===== config.mk =====
export PLATFORM = sky130hd
export DESIGN_NAME = flash_status_poller
export DESIGN_NICKNAME = d
export VERILOG_FILES = /design/src/rtl/flash_status_poller.sv
export SDC_FILE = /design/constraint.sdc
export NUM_CORES = 1
export LEC_CHECK = 0
export BUFFER_PORTS_ARGS = -buffer_cell sky130_fd_sc_hd__buf_2
export CAP_MARGIN = 20
export CORE_ASPECT_RATIO = 1.4
export CORE_UTILIZATION = 50
export CTS_BUF_LIST = sky130_fd_sc_hd__clkbuf_4
export CTS_CLUSTER_DIAMETER = 50
export DETAILED_ROUTE_END_ITERATION = 10
export PLACE_DENSITY = 0.77
export SYNTH_ARGS = -nofsm -noshare
export SYNTH_HDL_FRONTEND = slang
export SYNTH_SLANG_ARGS = --single-unit

===== constraint.sdc =====
create_clock -name clk -period 5.9 [get_ports clk]
set_input_delay 0 -clock clk [delete_from_list [all_inputs] [get_ports clk]]
set_output_delay 0 -clock clk [all_outputs]
set_load 0.02 [all_outputs]

===== src/rtl/flash_status_poller.sv =====
// rtl/flash_status_poller.sv - RDSR polling sequencer that waits for the flash WIP bit to clear
// Optional abort input enabled by defining FLASH_POLLER_ABORT_EN.
module flash_status_poller #(
    parameter int         POLL_INTERVAL = 64,
    parameter int         MAX_POLLS     = 4096,
    parameter logic [7:0] RDSR_OPCODE   = 8'h05,
    parameter int         BUSY_BIT      = 0
) (
    input  logic        clk,
    input  logic        rst,
    input  logic        in_poll_start,
`ifdef FLASH_POLLER_ABORT_EN
    input  logic        in_poll_abort,
`endif
    output logic        out_poll_busy,
    output logic        out_poll_done,
    output logic        out_poll_timeout,
    output logic        out_flash_ready,
    output logic [7:0]  out_status_byte,
    output logic        out_spi_req,
    input  logic        in_spi_gnt,
    output logic        out_spi_start,
    output logic [15:0] out_spi_num_bytes,
    input  logic        in_spi_busy,
    input  logic        in_spi_done,
    output logic        out_spi_tx_valid,
    output logic [7:0]  out_spi_tx_data,
    input  logic        in_spi_tx_ready,
    input  logic        in_spi_rx_valid,
    input  logic [7:0]  in_spi_rx_data,
    output logic        out_spi_rx_ready
);

    localparam int PW = $clog2(MAX_POLLS) + 1;
    localparam int IW = $clog2(POLL_INTERVAL) + 1;
    localparam logic [PW-1:0] LAST_POLL  = PW'(MAX_POLLS - 1);
    localparam logic [IW-1:0] INT_RELOAD = IW'(POLL_INTERVAL - 1);

    typedef enum logic [2:0] {
        S_IDLE, S_REQ, S_START, S_TX_OP, S_TX_DUMMY, S_WAIT_DONE, S_CHECK, S_WAIT_INT
    } state_t;

    state_t        state, state_nxt;
    logic [PW-1:0] poll_cnt;
    logic [IW-1:0] int_cnt;
    logic [1:0]    rx_cnt;
    logic [7:0]    status_q;
    logic          flash_ready_q;
    logic          xfer_fail;
    logic          abort_req;
    logic          abort_pend;
    logic          in_xfer;
    logic          rx_take;

`ifdef FLASH_POLLER_ABORT_EN
    logic abort_q;
    assign abort_req  = in_poll_abort;
    assign abort_pend = abort_q | in_poll_abort;
`else
    assign abort_req  = 1'b0;
    assign abort_pend = 1'b0;
`endif

    assign in_xfer = (state == S_START) || (state == S_TX_OP) ||
                     (state == S_TX_DUMMY) || (state == S_WAIT_DONE);
    assign rx_take = in_xfer && in_spi_rx_valid;

    always_ff @(posedge clk or negedge rst) begin
        if (!rst) begin
            state <= S_IDLE;
        end else begin
            state <= state_nxt;
        end
    end

    always_comb begin
        state_nxt         = state;
        out_spi_req       = 1'b0;
        out_spi_start     = 1'b0;
        out_spi_tx_valid  = 1'b0;
        out_spi_tx_data   = 8'h00;
        out_spi_rx_ready  = 1'b0;
        out_poll_done     = 1'b0;
        out_poll_timeout  = 1'b0;
        xfer_fail         = 1'b0;
        case (state)
            S_IDLE: begin
                if (in_poll_start) state_nxt = S_REQ;
            end
            S_REQ: begin
                out_spi_req = 1'b1;
                if (abort_req) begin
                    out_poll_timeout = 1'b1;
                    state_nxt        = S_IDLE;
                end else if (in_spi_gnt && !in_spi_busy) begin
                    state_nxt = S_START;
                end
            end
            S_START: begin
                out_spi_req      = 1'b1;
                out_spi_start    = 1'b1;
                out_spi_rx_ready = 1'b1;
                state_nxt        = S_TX_OP;
            end
            S_TX_OP, S_TX_DUMMY: begin
                out_spi_req      = 1'b1;
                out_spi_tx_valid = 1'b1;
                out_spi_tx_data  = (state == S_TX_OP) ? RDSR_OPCODE : 8'h00;
                out_spi_rx_ready = 1'b1;
                // A done before both bytes are sent means a truncated transfer.
                if (in_spi_done) begin
                    xfer_fail = 1'b1;
                    if (abort_pend) begin
                        out_poll_timeout = 1'b1;
                        state_nxt        = S_IDLE;
                    end else begin
                        state_nxt = S_CHECK;
                    end
                end else if (in_spi_tx_ready) begin
                    state_nxt = (state == S_TX_OP) ? S_TX_DUMMY : S_WAIT_DONE;
                end
            end
            S_WAIT_DONE: begin
                out_spi_req      = 1'b1;
                out_spi_rx_ready = 1'b1;
                if (in_spi_done) begin
                    if (abort_pend) begin
                        out_poll_timeout = 1'b1;
                        state_nxt        = S_IDLE;
                    end else begin
                        state_nxt = S_CHECK;
                    end
                end
            end
            S_CHECK: begin
                if ((rx_cnt == 2'd2) && !status_q[BUSY_BIT]) begin
                    out_poll_done = 1'b1;
                    state_nxt     = S_IDLE;
                end else if (poll_cnt == LAST_POLL) begin
                    out_poll_timeout = 1'b1;
                    state_nxt        = S_IDLE;
                end else begin
                    state_nxt = S_WAIT_INT;
                end
            end
            S_WAIT_INT: begin
                if (abort_req) begin
                    out_poll_timeout = 1'b1;
                    state_nxt        = S_IDLE;
                end else if (int_cnt == '0) begin
                    state_nxt = S_REQ;
                end
            end
            default: state_nxt = S_IDLE;
        endcase
    end

    always_ff @(posedge clk or negedge rst) begin
        if (!rst) begin
            poll_cnt      <= '0;
            int_cnt       <= '0;
            rx_cnt        <= 2'd0;
            status_q      <= 8'h00;
            flash_ready_q <= 1'b0;
        end else begin
            if (state == S_IDLE && in_poll_start) begin
                poll_cnt      <= '0;
                flash_ready_q <= 1'b0;
            end else if (out_poll_done) begin
                flash_ready_q <= 1'b1;
            end else if (out_poll_timeout) begin
                flash_ready_q <= 1'b0;
            end

            if (state == S_CHECK && state_nxt == S_WAIT_INT) begin
                poll_cnt <= poll_cnt + 1'b1;
                int_cnt  <= INT_RELOAD;
            end else if (state == S_WAIT_INT && int_cnt != '0) begin
                int_cnt <= int_cnt - 1'b1;
            end

            if (state == S_REQ || xfer_fail) begin
                rx_cnt <= 2'd0;
            end else if (rx_take && rx_cnt != 2'd2) begin
                rx_cnt <= rx_cnt + 2'd1;
            end

            // The first rx byte is clocked in during the opcode and carries no status.
            if (rx_take && rx_cnt == 2'd1) begin
                status_q <= in_spi_rx_data;
            end
        end
    end

`ifdef FLASH_POLLER_ABORT_EN
    always_ff @(posedge clk or negedge rst) begin
        if (!rst) begin
            abort_q <= 1'b0;
        end else if (state == S_IDLE) begin
            abort_q <= 1'b0;
        end else if (in_xfer && in_poll_abort) begin
            abort_q <= 1'b1;
        end
    end
`endif

    assign out_poll_busy     = (state != S_IDLE);
    assign out_flash_ready   = flash_ready_q;
    assign out_status_byte   = status_q;
    assign out_spi_num_bytes = in_xfer ? 16'd2 : 16'd0;

endmodule


==> results of run 1 <==
## worst min-delay path, cell delays in order
cell	delay, ns
buf_2	0.08
and2_1	0.17
a21oi_1	0.06
## flip-flops by register name (all words and copies together) (netlist names)
register,cells
out_status_byte,8
state,3
int_cnt,7
poll_cnt,13
out_flash_ready,1
rx_cnt,2
## through the flow
| step | hold WS (ns) | power [W] | setup slack, ns | area, um^2 |
|---|---|---|---|---|
| finish | 0.0116 | 0.00102 | 3.47 | 2340 |
| global route | 0.0255 | 0.00109 | 3.26 | 2340 |
| CTS | 0.00248 | 0.00102 | 3.48 | 2340 |
| detailed placement | 0.122 | 0.000885 | 3.56 | 2180 |
| global placement | 0.128 | 0.000872 | 3.67 | 2180 |
| floorplan | -0.296 | 0.000771 | 3.98 | 2160 |
## power by group through the flow
stage,clock network [W],logic (W),registers [W]
2_1_floorplan,0,0.000365,0.000406
3_3_place_gp,0,0.000463,0.000409
3_5_place_dp,0,0.000471,0.000414
4_1_cts,0.000133,0.000480,0.000408
5_1_grt,0.000143,0.000528,0.000424
6_report,0.000129,0.000479,0.000411
## layout make-up
type / count / area share [%]
multi-input combinational: 157 / 45.7
sequential: 34 / 36.4
clock buffer: 7 / 2.25
inverter: 11 / 1.77
timing repair buffer: 44 / 11.6
tap: 43 / 2.30
## Yosys cell counts, types with 2 or more instances
| cell | count |
|---|---|
| nand2_1 | 10 |
| o211ai_1 | 3 |
| o311ai_0 | 2 |
| a211oi_1 | 2 |
| nor4_1 | 6 |
| o21ai_0 | 13 |
| nand2b_1 | 3 |
| or3_1 | 2 |
| buf_2 | 3 |
| dfrtp_1 | 34 |
| or3b_1 | 2 |
| nand4_1 | 3 |
| a21oi_1 | 5 |
| xnor2_1 | 2 |
| nand3_1 | 11 |
| xor2_1 | 4 |
| and2_1 | 4 |
| ha_1 | 4 |
| clkbuf_1 | 3 |
| nor3_1 | 2 |
| buf_4 | 23 |
| a221o_1 | 6 |
| mux2_2 | 8 |
| nor2_1 | 6 |
| nor2b_1 | 7 |
| inv_1 | 11 |
| and3_1 | 2 |
| and4_1 | 2 |
## metal layers
| layer | vias up | wire length [um] |
|---|---|---|
| met5 | - | 0 |
| met4 | 0 | 63 |
| met3 | 8 | 216 |
| met2 | 60 | 2250 |
| met1 | 821 | 1800 |
| li1 | 811 | - |
## placed cells by master, fill, tap and decap left out, types with 8 or more instances in the layout
cell type / count
nand2_1: 10
conb_1: 21
o21ai_0: 13
dlygate4sd3_1: 10
inv_1: 11
nand3_1: 11
buf_2: 34
mux2_2: 8
dfrtp_1: 34
## worst paths after layout
kind                                                 from                        endpoint  slack [ns]  depth (start not counted)
setup reg to reg                   int_cnt[0]$_DFFE_PN0P_          int_cnt[4]$_DFFE_PN0P_        3.54                          6
hold / removal                              in_poll_start     out_flash_ready$_DFFE_PN0P_        0.01                          3
max in group asynchronous                             rst        poll_cnt[11]$_DFFE_PN0P_        5.13                          2
min in group asynchronous                             rst          int_cnt[5]$_DFFE_PN0P_        0.28                          2
setup / recovery                       state[2]$_DFF_PN0_                out_poll_timeout        3.47                          4
hold reg to reg            out_status_byte[4]$_DFFE_PN0P_  out_status_byte[4]$_DFFE_PN0P_        0.51                          1
## kinds of logic (layout without fill, tap and decap cells)
kind of cell,Yosys count,after routing,share of synthesized area [%]
flops,34,34,40.8
simple gates,75,75,22.5
mux,9,9,4.80
other cells,1,21,0.180
fa+ha+maj,4,4,2.40
buf+inv,40,62,11.5
xor+xnor,6,6,2.52
compound gates,42,42,15.3
==> out/results.ini, run 1 <==
[floorplan]
core_area_um2=3950
ioPinCount=56
start_util_pct=52.7
num_rows=27
die_h_um=78.4
design.die.area_um2=4430
die_w_um=56.6

[critical_path]
critPathKind=reg2out
path_buf_inv=1
cp.required_ns=5.90
cp_slowest_stage_delay_ns=0.65
cp_top_family=simple AND/OR/NAND/NOR gates
worstPathArrival_ns=2.43
cp-start-kind=register
critPathMaxFanout=16
path_cells=nor2b_1 -> nand3_1 -> nor4_1 -> buf_2
cp_slowest_cell=dfrtp_1
cp-end-kind=primary output

[outcome]
status=finished clean

[synth]
syn_inst=211
synth_cell_types=56
yosys-top-cells-area=dfrtp_1 (41%), buf_4 (8.3%), mux2_2 (4.3%), o21ai_0 (3.1%), a221o_1 (2.9%)
yosys_register_bits=34
postSynthAreaPerCell_um2=9.87
syn_area_um2=2080
yosysSeqAreaShare_pct=40.8
synth_warnings=0
synthArstFlopShare_pct=100
synth_top_area_cell=dfrtp_1
synth-edff-count=0
synth_ff_type=dfrtp_1
netlist.area_leader.share_pct=40.8

[global_route]
grt_start_max_net_pins=35
antenna_found_initial=0
grt_pass1_wl_um=7150
use_met1_pct=23.3
gr-max-usage-layer=met2
grt-ovfl-total=0
grt_usage_pct=20.7
met2_usage_pct=36.6
grtUsageMet3_pct=5.93
grt_pass1_vias=1657

[finish]
diodes=0
nNetsFinal=273
syn2layout_area_growth_pct=12.1
fillCellCount=356
register_area_um2=851
multi_input_area_um2=1070
final_cells=296
drive_gt1_share_pct=24.5
final_core_util_pct=59.1

[timing]
drv_slew=0
setup_tns_ns=0
worst_pin_slew_ns=0.909
min_period_ns=2.43
finalClockSkew_ns=0.00303
max_clock_freq_mhz=412
report.final.setup_viol=0
max_slew_margin_pct=38.7
fin_crit_sh_pct=41.1
rsz0062_at_grt=no
hold_violations=0

[pwr]
pwr-share-comb_pct=47.0
ir_drop_uv=317
power_density_nw_per_um2=436
p_leak_nw=1.08
p_clk_share_pct=12.6
seq_power_share_pct=40.3
p_int_w=0.000557
power_switching_w=0.000462
sw_frac_of_total_pct=45.3

[worst_hold_path]
hold_path.class=in2reg

[clock_network]
tritoncts=built
cts_buffer_depth=2
cts_root_buffer=clkbuf_4
cts_buffers=5
post_cts_resized=0
post-cts-setup-buffers=0
cts_hold_buf=10
clock_latency_ns=0.33
h-tree-depth=2
path_clk_slew_ns=0.10
cts.sink_count=34

[drt]
vias=1700
routed_wl_um=4340
wl_per_cell_um=14.6
drt_first_pass_iters=4
first_iter_violations=46
drcViolationCount=0
avgViaCountPerCell=5.74
ant_nets=0

[placed_design]
numPortBuffers=34
place_congestion=0.810
dpl.hpwl_um=2920
place_inst=279

[job]
max_cap_viol_count=0

(Power assumes the default switching activity.)
==> run 2, diff against run 1 <==
- CORE_UTILIZATION: 50 -> 49
- PLACE_DENSITY: 0.77 -> 0.78
- clock period: 5.9 -> 2.05 ns (I/O delays scaled with it)
==> out/results.ini, run 2 (same netlist as run 1, synthesis figures left out) <==
[clock_network]
h-tree-depth=2
cts_buffers=5
tritoncts=built
cts_root_buffer=clkbuf_4
path_clk_slew_ns=0.12
clock_latency_ns=0.35
cts_buffer_depth=2
cts.sink_count=34

[finish]
nNetsFinal=284
top_register=poll_cnt
drive_gt1_share_pct=27.9
largest_reg_flops=13
final_core_util_pct=61.0
diodes=0
final_cell_mix=buf_2 (34), dfrtp_1 (34), conb_1 (21)
finalInstanceArea_um2=2430
syn2layout_area_growth_pct=16.8

[critical_path]
cp.required_ns=2.30
critPathKind=reg2reg
cp-start-kind=register
reg2regPathDepth=5
r2r_start=poll_cnt[1]$_DFFE_PN0P_
critPathMaxFanout=6
worstPathArrival_ns=2.22
r2r_end=poll_cnt[7]$_DFFE_PN0P_
r2r_slack_ns=0.07
cp-end-kind=register

[pwr]
ir_drop_uv=828
power_density_nw_per_um2=1240
p_leak_nw=1.13

[floorplan]
die_w_um=57.1
design.die.area_um2=4520
die_h_um=79.2
num_rows=27
core_area_um2=3990
start_util_pct=52.3
ioPinCount=56

[timing]
max_clock_freq_mhz=506
finalClockSkew_ns=0.0198
hold_violations=0
rsz0062_at_grt=no
setup_tns_ns=0
fin_crit_sh_pct=96.4
setup_slack_ns=0.0745
report.final.setup_viol=0
max_slew_margin_pct=48.2
whs_ns=0.0496
worst_pin_slew_ns=0.777
min_period_ns=1.98
drv_slew=0

[outcome]
failed_checks=design-rule violations
status=complete, but fails checks

[worst_hold_path]
min_from=in_spi_done
hold_path.class=in2reg
whs_path_depth=4
hold_path_end=rx_cnt[0]$_DFFE_PN0P_

[drt]
wl_per_cell_um=15.2
drcViolationCount=7
avgViaCountPerCell=5.79
ant_nets=0
first_iter_violations=82
vias=1782
drt_first_pass_iters=7
routed_wl_um=4670

[job]
max_cap_viol_count=0

[global_route]
grt-ovfl-total=0
grt_pass1_wl_um=7910
grt_usage_pct=22.7
antenna_found_initial=0
grt_start_max_net_pins=35
grt_pass1_vias=1819

[placed_design]
dpl.hpwl_um=3150
post-place-ws_ns=0.0792
dpl-instance-area_um2=2240
place_congestion=0.890
numPortBuffers=34

[run 2: cell types whose count changed in the layout (fill, tap and decap cells not counted), sizes merged]
cell and change:
buf +10, clkbuf -2, clkinv +2, clkinvlp +1, dlygate4sd3 +1
[run 2: critical path, cell delays in order (launching register included)]
cell	delay, ns
dfrtp_1	0.41
ha_1	0.23
nand3_2	0.16
or4_4	0.60
and4_1	0.22
a221o_1	0.26
[run 2: worst max-delay path by stage]
stage / from / end / slack (ns) / cells after the start
2_1_floorplan: int_cnt[0]$_DFFE_PN0P_ / int_cnt[4]$_DFFE_PN0P_ / 0.13 / 7
3_3_place_gp: poll_cnt[0]$_DFFE_PN0P_ / poll_cnt[7]$_DFFE_PN0P_ / 0.13 / 5
3_5_place_dp: poll_cnt[0]$_DFFE_PN0P_ / poll_cnt[7]$_DFFE_PN0P_ / 0.08 / 5
4_1_cts: poll_cnt[0]$_DFFE_PN0P_ / poll_cnt[7]$_DFFE_PN0P_ / 0.07 / 5
5_1_grt: poll_cnt[0]$_DFFE_PN0P_ / poll_cnt[7]$_DFFE_PN0P_ / 0.006 / 5
6_report: poll_cnt[1]$_DFFE_PN0P_ / poll_cnt[7]$_DFFE_PN0P_ / 0.07 / 5
[run 2: through the flow]
stage / power (W) / instances
floorplan: 0.00222 / 231
global placement: 0.00257 / 287
detailed placement: 0.00261 / 287
CTS: 0.00300 / 306
global route: 0.00326 / 308
finish: 0.00302 / 308
[run 2: per-layer routing]
layer | wire [um] | GRT usage (%) | vias to the layer above
li1 | - | - | 841
met1 | 1820 | 24.1 | 862
met2 | 2480 | 41.2 | 67
met3 | 247 | 5.37 | 12
met4 | 117 | 11.2 | 0
met5 | 0 | 0 | -
[run 2: cell type report]
type	instances	area [um^2]
Inverter	11	41.3
Sequential cell	34	851
Tap cell	43	53.8
Clock buffer	5	37.5
Fill cell	342	1550
Timing Repair Buffer	55	355
Multi-Input combinational cell	157	1080
Clock inverter	3	16.3
[run 2: timing repair]
item / CTS / global route
buffers inserted: 0 / 2
hold buffers: 11 / 0
hold endpoints to repair: 44 / 0
resized for setup: 0 / 2
setup endpoints to repair: 0 / 12
[run 2: power by group]
| part | switching, W | total (W) | leakage, nW | internal, W |
|---|---|---|---|---|
| clock | 0.000237 | 0.000365 | 0.0286 | 0.000127 |
| sequential | 0.000236 | 0.00114 | 0.422 | 0.000903 |
| combinational | 0.000903 | 0.00152 | 0.682 | 0.000613 |
==> run 3, diff against run 2 <==
- PLACE_DENSITY: 0.78 -> 0.75
==> out/results.ini, run 3 (same netlist as run 1, synthesis figures left out) <==
[clock_network]
h-tree-depth=2
cts_root_buffer=clkbuf_4
cts_buffers=5
cts.sink_count=34
cts_buffer_depth=2
path_clk_slew_ns=0.11
post-cts-setup-buffers=0
clock_latency_ns=0.34
tritoncts=built

[finish]
syn2layout_area_growth_pct=15.0
final_core_util_pct=60.1
final_cell_mix=buf_2 (34), dfrtp_1 (34), conb_1 (21)
largest_reg_flops=13
drive_gt1_share_pct=26.4
nNetsFinal=280
fillCellCount=333
top_register=poll_cnt
diodes=0

[pwr]
ir_drop_uv=1040
sw_frac_of_total_pct=45.1
p_int_w=0.00163
seq_power_share_pct=37.9
pwr-share-comb_pct=50.4
power_switching_w=0.00134
power_density_nw_per_um2=1240
p_clk_share_pct=11.7
p_leak_nw=1.11

[timing]
report.final.setup_viol=0
worst_pin_slew_ns=0.759
hold_violations=0
setup_tns_ns=0
finalClockSkew_ns=0.00924
max_slew_margin_pct=49.4
setup_slack_ns=0.105
drv_slew=0
fin_crit_sh_pct=94.9
min_period_ns=1.95
rsz0062_at_grt=no
max_clock_freq_mhz=514

[critical_path]
r2r_start=poll_cnt[0]$_DFFE_PN0P_
cp_slowest_cell=or4_4
crit_start=poll_cnt[0]$_DFFE_PN0P_
critPathKind=reg2reg
worstPathArrival_ns=2.19
cp-start-kind=register
path_cells=ha_1 -> nand3_2 -> or4_4 -> and4_1 -> a221o_1
r2r_slack_ns=0.10
cp-end-kind=register
cp.required_ns=2.29
critPathMaxFanout=6
cp_slowest_stage_delay_ns=0.60

[global_route]
grt-ovfl-total=0
grt_pass1_wl_um=7180
grt_usage_pct=20.2
antenna_found_initial=0
grt_start_max_net_pins=35
grt_pass1_vias=1688

[drt]
avgViaCountPerCell=5.64
routed_wl_um=4210
ant_nets=0
drcViolationCount=0
vias=1716
first_iter_violations=66
drt_first_pass_iters=4
wl_per_cell_um=13.9

[worst_hold_path]
min_from=in_spi_done
hold_path.class=in2reg

[floorplan]
num_rows=27
core_area_um2=3990
ioPinCount=56
design.die.area_um2=4520
die_h_um=79.2
start_util_pct=52.3
die_w_um=57.1

[outcome]
status=finished clean

[placed_design]
place_congestion=0.787
post-place-ws_ns=0.108
numPortBuffers=34
dpl.hpwl_um=2960

[job]
max_cap_viol_count=0

[run 3: repair_timing]
item	in CTS	in global routing
setup endpoints to repair	0	3
hold buffers	10	0
gates resized for setup	0	2
hold endpoints to repair	43	0
[run 3: power by group through the flow]
stage | Clock [W] | Sequential, W | Combinational, W
after detailed placement | 0 | 0.00113 | 0.00147
after global placement | 0 | 0.00112 | 0.00145
final | 0.000348 | 0.00112 | 0.00149
after global routing | 0.000380 | 0.00116 | 0.00164
after CTS | 0.000355 | 0.00112 | 0.00149
after floorplan | 0 | 0.00117 | 0.00105
[run 3: critical path: cells and delay by family, from the launching register on]
kind,cells,cell delay (ns)
AOI/OAI and AO/OA,1,0.25
adders and majority gates,1,0.23
DFF,1,0.41
and+or+nand+nor,3,0.97
[run 3: worst paths after layout]
check	depth (start not counted)	end
worst min register to register	1	out_status_byte[1]$_DFFE_PN0P_
worst max register to register	5	poll_cnt[7]$_DFFE_PN0P_
max in group asynchronous	2	poll_cnt[1]$_DFFE_PN0P_
worst min-delay path	4	rx_cnt[1]$_DFFE_PN0P_
min in group asynchronous	2	poll_cnt[9]$_DFFE_PN0P_
worst max-delay path	5	poll_cnt[7]$_DFFE_PN0P_
[run 3: layout make-up]
class	instances	area, um^2	share of cell area, %
Multi-Input combinational cell	157	1080	45.0
Inverter	11	41.3	1.72
Clock buffer	5	37.5	1.57
Clock inverter	3	11.3	0.470
Sequential cell	34	851	35.5
Timing Repair Buffer	51	323	13.5
Tap cell	43	53.8	2.25
[run 3: metal layers]
metal / wire [um] / share of wire, % / track usage, %
met1: 1800 / 43 / 24.6
met2: 2120 / 50 / 34.5
met3: 232 / 5.5 / 5.21
met4: 60 / 1.4 / 6.83
met5: 0 / 0 / 0
[run 3: through the flow]
step	power, W	area (um^2)	hold slack (ns)	cells
2_1_floorplan	0.00222	2160	-0.296	231
3_3_place_gp	0.00257	2240	0.117	286
3_5_place_dp	0.00260	2240	0.114	286
4_1_cts	0.00296	2380	0.0126	304
5_1_grt	0.00318	2400	0.0290	304
6_report	0.00296	2400	0.0145	304
